## src/rtl/fetch_stage_if.sv

```systemverilog
// Instruction-memory bus between the fetch stage (master) and the instruction memory (slave).
interface fetch_stage_if;
  logic [31:0] addr;
  logic [31:0] data;

  modport master (output addr, input data);
  modport slave  (input addr, output data);
endinterface

```

## src/rtl/fetch_stage.sv

```systemverilog
// IF stage: PC register, next-PC selection, and the IF/ID pipeline register.
// Define FETCH_PERF_CNT_EN to build the saturating stall/flush performance counters.
module fetch_stage #(
  parameter logic [31:0] PC_RESET  = 32'h0040_0000,
  parameter int          CNT_WIDTH = 16
) (
  input  logic                 clk,
  input  logic                 reset,
  input  logic                 pc_write_i,
  input  logic                 IF_ID_write_i,
  input  logic                 flush_i,
  input  logic                 branch_taken_i,
  input  logic [31:0]          branch_target_i,
  input  logic                 jump_i,
  input  logic [31:0]          jump_target_i,
  fetch_stage_if.master        imem,
  output logic [31:0]          IF_ID_instr_o,
  output logic [31:0]          IF_ID_pc_plus4_o,
  output logic                 IF_ID_valid_o,
  output logic                 misalign_o,
  output logic [CNT_WIDTH-1:0] stall_cnt_o,
  output logic [CNT_WIDTH-1:0] flush_cnt_o
);

  typedef enum logic [1:0] {BOOT, RUN, HOLD} state_t;

  state_t      state_q, state_d;
  logic [31:0] pc_q, pc_d;
  logic [31:0] instr_q, instr_d;
  logic [31:0] pcPlus4Reg_q, pcPlus4Reg_d;
  logic        valid_q, valid_d;
  logic        misalign_q, misalign_d;

  logic [31:0] pcPlus4;
  logic        redirect;
  logic [31:0] redirectTarget;

  assign pcPlus4        = pc_q + 32'd4;
  assign redirect       = jump_i | branch_taken_i;
  assign redirectTarget = jump_i ? jump_target_i : branch_target_i;

  assign imem.addr        = pc_q;
  assign IF_ID_instr_o    = instr_q;
  assign IF_ID_pc_plus4_o = pcPlus4Reg_q;
  assign IF_ID_valid_o    = valid_q;
  assign misalign_o       = misalign_q;

  always_ff @(posedge clk or negedge reset) begin
    if (!reset) begin
      state_q      <= BOOT;
      pc_q         <= PC_RESET;
      instr_q      <= '0;
      pcPlus4Reg_q <= '0;
      valid_q      <= 1'b0;
      misalign_q   <= 1'b0;
    end else begin
      state_q      <= state_d;
      pc_q         <= pc_d;
      instr_q      <= instr_d;
      pcPlus4Reg_q <= pcPlus4Reg_d;
      valid_q      <= valid_d;
      misalign_q   <= misalign_d;
    end
  end

  // BOOT holds the PC for one edge so the first imem read settles before anything is latched.
  always_comb begin
    state_d      = state_q;
    pc_d         = pc_q;
    instr_d      = instr_q;
    pcPlus4Reg_d = pcPlus4Reg_q;
    valid_d      = valid_q;
    misalign_d   = misalign_q;

    case (state_q)
      BOOT:    state_d = RUN;
      RUN:     if (!pc_write_i && !redirect) state_d = HOLD;
      HOLD:    if (pc_write_i || redirect)   state_d = RUN;
      default: state_d = BOOT;
    endcase

    if (state_q == BOOT) begin
      instr_d      = '0;
      pcPlus4Reg_d = '0;
      valid_d      = 1'b0;
    end else begin
      if (redirect) begin
        pc_d = {redirectTarget[31:2], 2'b00};
        if (redirectTarget[1:0] != 2'b00) misalign_d = 1'b1;
      end else if (pc_write_i) begin
        pc_d = pcPlus4;
      end

      if (flush_i) begin
        instr_d      = '0;
        pcPlus4Reg_d = '0;
        valid_d      = 1'b0;
      end else if (IF_ID_write_i) begin
        instr_d      = imem.data;
        pcPlus4Reg_d = pcPlus4;
        valid_d      = 1'b1;
      end
    end
  end

`ifdef FETCH_PERF_CNT_EN
  logic [CNT_WIDTH-1:0] stallCnt_q, flushCnt_q;

  always_ff @(posedge clk or negedge reset) begin
    if (!reset) begin
      stallCnt_q <= '0;
      flushCnt_q <= '0;
    end else begin
      if (state_q != BOOT && !pc_write_i && stallCnt_q != '1)
        stallCnt_q <= stallCnt_q + CNT_WIDTH'(1);
      if (flush_i && flushCnt_q != '1)
        flushCnt_q <= flushCnt_q + CNT_WIDTH'(1);
    end
  end

  assign stall_cnt_o = stallCnt_q;
  assign flush_cnt_o = flushCnt_q;
`else
  assign stall_cnt_o = '0;
  assign flush_cnt_o = '0;
`endif

endmodule

```

## src/flat_wrapper.sv

```systemverilog
// flat-port wrapper written by rule: the top's interface ports become plain ports
module fetch_stage_flat 
#(
  parameter logic [31:0] PC_RESET  = 32'h0040_0000,
  parameter int          CNT_WIDTH = 16
)
  (clk, reset, pc_write_i, IF_ID_write_i, flush_i, branch_taken_i, branch_target_i, jump_i, jump_target_i, IF_ID_instr_o, IF_ID_pc_plus4_o, IF_ID_valid_o, misalign_o, stall_cnt_o, flush_cnt_o, imem_addr, imem_data);
  fetch_stage_if imem_i ();
  input  logic clk;
  input  logic reset;
  input  logic pc_write_i;
  input  logic IF_ID_write_i;
  input  logic flush_i;
  input  logic branch_taken_i;
  input  logic [31:0] branch_target_i;
  input  logic jump_i;
  input  logic [31:0] jump_target_i;
  output logic [31:0] IF_ID_instr_o;
  output logic [31:0] IF_ID_pc_plus4_o;
  output logic IF_ID_valid_o;
  output logic misalign_o;
  output logic [CNT_WIDTH-1:0] stall_cnt_o;
  output logic [CNT_WIDTH-1:0] flush_cnt_o;
  output wire logic [$bits(imem_i.addr)-1:0] imem_addr;
  input wire logic [$bits(imem_i.data)-1:0] imem_data;
  assign imem_addr = imem_i.addr;
  assign imem_i.data = imem_data;
  fetch_stage #(.PC_RESET(PC_RESET), .CNT_WIDTH(CNT_WIDTH)) u_core (.clk(clk), .reset(reset), .pc_write_i(pc_write_i), .IF_ID_write_i(IF_ID_write_i), .flush_i(flush_i), .branch_taken_i(branch_taken_i), .branch_target_i(branch_target_i), .jump_i(jump_i), .jump_target_i(jump_target_i), .imem(imem_i), .IF_ID_instr_o(IF_ID_instr_o), .IF_ID_pc_plus4_o(IF_ID_pc_plus4_o), .IF_ID_valid_o(IF_ID_valid_o), .misalign_o(misalign_o), .stall_cnt_o(stall_cnt_o), .flush_cnt_o(flush_cnt_o));
endmodule
```

## config.mk

```make
export PLATFORM = sky130hd
export DESIGN_NAME = fetch_stage_flat
export DESIGN_NICKNAME = d
export VERILOG_FILES = /design/src/rtl/fetch_stage_if.sv /design/src/rtl/fetch_stage.sv /design/src/flat_wrapper.sv
export SDC_FILE = /design/constraint.sdc
export NUM_CORES = 1
export LEC_CHECK = 0
export BUFFER_PORTS_ARGS = -buffer_cell sky130_fd_sc_hd__clkbuf_2
export CORE_ASPECT_RATIO = 1.5
export CORE_MARGIN = 4
export CORE_UTILIZATION = 48
export DETAILED_ROUTE_END_ITERATION = 10
export GPL_TIMING_DRIVEN = 0
export MAX_ROUTING_LAYER = met4
export PLACE_DENSITY_LB_ADDON = 0.05
export SLEW_MARGIN = 20
export SYNTH_ARGS = -nofsm -noshare
export SYNTH_HDL_FRONTEND = slang
export SYNTH_SLANG_ARGS = --single-unit
```

## constraint.sdc

```tcl
create_clock -name clk -period 2.2 [get_ports clk]
set_input_delay 0.44 -clock clk [delete_from_list [all_inputs] [get_ports clk]]
set_output_delay 0.44 -clock clk [all_outputs]
set_load 0.02 [all_outputs]
```

==> impl_metrics.ini <==
[floorplanning]
core.rowCount = 46
io_pins = 233
core-area_um2 = 10600
die_h_um = 136
start_util_pct = 49.6
die-area_um2 = 12800
die_x_um = 93.6

[run]
maxCapViolations = 0

[worst_setup_path]
crit_type = in2reg
worst_path_most_repeated_cell = clkbuf_1
r2r-end = u_core.imem.addr[28]
path_max_fanout = 10
crit_chain = clkbuf_1 > or2_2 > clkbuf_1 > clkbuf_1 > nor2_1 > a222oi_1 > o2bb2ai_1
critPathTopFamily = buffers and inverters
critPathCaptureType = flop
r2r_start = u_core.imem.addr[13]
arrival_ps = 2350
critPathMaxStageDelay_ps = 550
critPathSlowestCell = clkbuf_1
cp.buffers_inverters = 3
reg2reg_depth = 5
required_ps = 2430
cp-start-kind = input pin
r2r_setup_slack_ps = 110

[cts]
cts.sinks = 97
clk_path_buf_depth = 2
clk_latency_ps = 350
clk_pin_slew_ps = 70
cts_buffers = 9
cts_tree = done
clock-root-buffer = clkbuf_16
htree_levels = 3

[layout]
fin_util_pct = 65.6
seqCellArea_um2 = 2440
drive_above_1_share_pct = 35.0
final_cell_count_no_fill = 955
n_fill_cell = 946
multi_input_area_um2 = 2600
nets = 910
num_antenna_cells = 0
syn_to_final_growth_pct = 32.4
stdcell_area_um2 = 6990
final_cell_mix = clkbuf_2, dfrtp_1, nor2_1, o21ai_0, a21oi_1
final_common_cell = clkbuf_2

[synthesis]
synth_ff_type = dfrtp_1
synth-seq-cells = 97
yosys_warnings = 0
postSynthAreaPerCell_um2 = 9.32
ys_types = 46
ys_seq_area_share_pct = 46.0
async_flop_share_pct = 100
synth_enable_flop_cells = 0
synthCells = 566
netlist_area_um2 = 5280

[hold_path]
whs_path_depth = 3
hold_path_class = in2reg
whs_endpoint = u_core.IF_ID_instr_o[26]
worstHoldStart = imem_data[26]

[place]
dp_hpwl_um = 14500
place_area_um2 = 6590
portBuffers = 195
placed_cells = 939
routabilityCongestion = 0.918

[grt]
grt_pass1_vias = 5313
grt_use_met2_pct = 51.2
grt-busiest-layer = met2
grt_max_degree = 81
grt_pass1_wl_um = 27800
grt_util_met1_pct = 33.0
antenna_found_initial = 0
track_usage_pct = 29.5
grt_use_met3_pct = 4.10
gr-total-overflow = 0

[route]
drcViolationCount = 0
postRouteAntennaNets = 0
drt_first_pass_iters = 5
viasPerCell = 5.51
wire_per_inst_um = 19.5
vias = 5265
drt_iter0_drc = 350
wirelength_um = 18600

[pwr]
vdd_drop_max_uv = 619
p_total_uw = 5060
p_leak_uw = 0.00347
power_density_nw_per_um2 = 724

[run_status]
outcome = completed

[sta]
grt_setup_unrepaired = false
slew_viol_final = 0
setup_viol = 0
hold-worst-slack_ps = 329
relSlewSlack_pct = 51.5
finalCritPeriodShare_pct = 96.2
hold_viol_final = 0
fmax_mhz = 473
clock_skew_ps = 11.2
min_period_ps = 2120
worst_pin_slew_ps = 727
==> how the worst max path moves through the flow <==
| stage | from | endpoint | slack (ps) | cells after the start |
|---|---|---|---|---|
| 6_report | branch_taken_i | u_core.imem.addr[31] | 80 | 7 |
| 3_3_place_gp | reset | u_core.IF_ID_instr_o[11] | -600 | 1 |
| 3_5_place_dp | branch_taken_i | u_core.imem.addr[10] | -600 | 8 |
| 4_1_cts | u_core.imem.addr[2] | u_core.imem.addr[26] | -80 | 6 |
| 2_1_floorplan | u_core.imem.addr[7] | u_core.imem.addr[28] | 10 | 6 |
| 5_1_grt | branch_taken_i | u_core.imem.addr[31] | 6 | 7 |
==> through the flow <==
stage,setup slack [ps],setup TNS (ps)
5_1_grt,6.36,0
3_3_place_gp,-596,-65790
2_1_floorplan,10.5,0
4_1_cts,-77.7,-259
6_report,84.4,0
3_5_place_dp,-601,-10990
==> tightest hold or removal path, delay by kind of cell <==
family        cells  cell delay [ps]
buf+inv           1               80
mux               1               50
simple gates      1               70
==> per-layer routing <==
metal  wire length [um]  share of wire (%)
met2               9660                 52
met1               6870                 37
met3               1240                6.7
met4                818                4.4
met5                  0                  0
==> state kept, by name (all words and copies together), names as in the netlist <==
register                 flops
u_core.imem.addr            30
u_core.misalign_o            1
u_core.state_q               2
u_core.IF_ID_instr_o        32
u_core.IF_ID_pc_plus4_o     31
u_core.IF_ID_valid_o         1
==> Yosys cell counts (2+ instances only) <==
cell type / n / area share, %
o31a_1: 5 / 0.83
nor3_1: 10 / 0.95
o31ai_1: 2 / 0.28
nor3b_1: 2 / 0.28
o2bb2ai_1: 13 / 2.2
mux2i_1: 39 / 7.4
nand2_1: 21 / 1.5
buf_2: 2 / 0.19
o21ai_0: 59 / 5.6
clkbuf_1: 36 / 2.6
nand4_1: 10 / 1.2
o41ai_1: 2 / 0.33
a22oi_1: 9 / 1.3
or2_2: 4 / 0.47
inv_1: 9 / 0.64
dfrtp_1: 96 / 46
xor2_1: 5 / 0.83
buf_4: 35 / 5.0
and3_1: 4 / 0.47
nor2_1: 72 / 5.1
a31oi_1: 3 / 0.36
nor4_1: 7 / 0.83
a211oi_1: 4 / 0.57
a222oi_1: 8 / 1.5
xnor2_1: 24 / 4.0
a21oi_1: 44 / 4.2
buf_1: 4 / 0.28
a22o_1: 8 / 1.3
o22ai_1: 5 / 0.59
nand3_1: 8 / 0.76
==> power breakdown <==
part	switching (uW)	internal (uW)
clock network	740	784
registers	220	1960
logic	859	494
==> repair_timing <==
item / in CTS / in global routing
setup endpoints to repair: 23 / 22
setup buffers: 0 / 2
pin swaps: 0 / 2
hold buffers: 1 / 0
endpoints found under the hold margin: 16 / 0
gates resized for setup: 11 / 20
==> kinds of logic after synthesis <==
logic type,after synthesis,synth area share (%)
AOI/OAI and AO/OA,165,19.4
and+or+nand+nor,147,13.2
DFF,97,46.0
buffers and inverters,86,8.65
muxes,39,7.40
xor gates and xnor gates,29,4.81
adders and majority gates,2,0.427
other,1,0.0711
==> area by class of cell <==
cell class	instances	share of cell area (%)
multi-input cells	416	37.2
flip-flops and latches	97	34.9
repair buffers	199	14.8
plain buffers	74	6.07
clock buffers	10	3.28
well taps	144	2.58
clock inverters	6	0.716
inverters	9	0.483
Note: power is estimated with default switching activity, not from simulation.
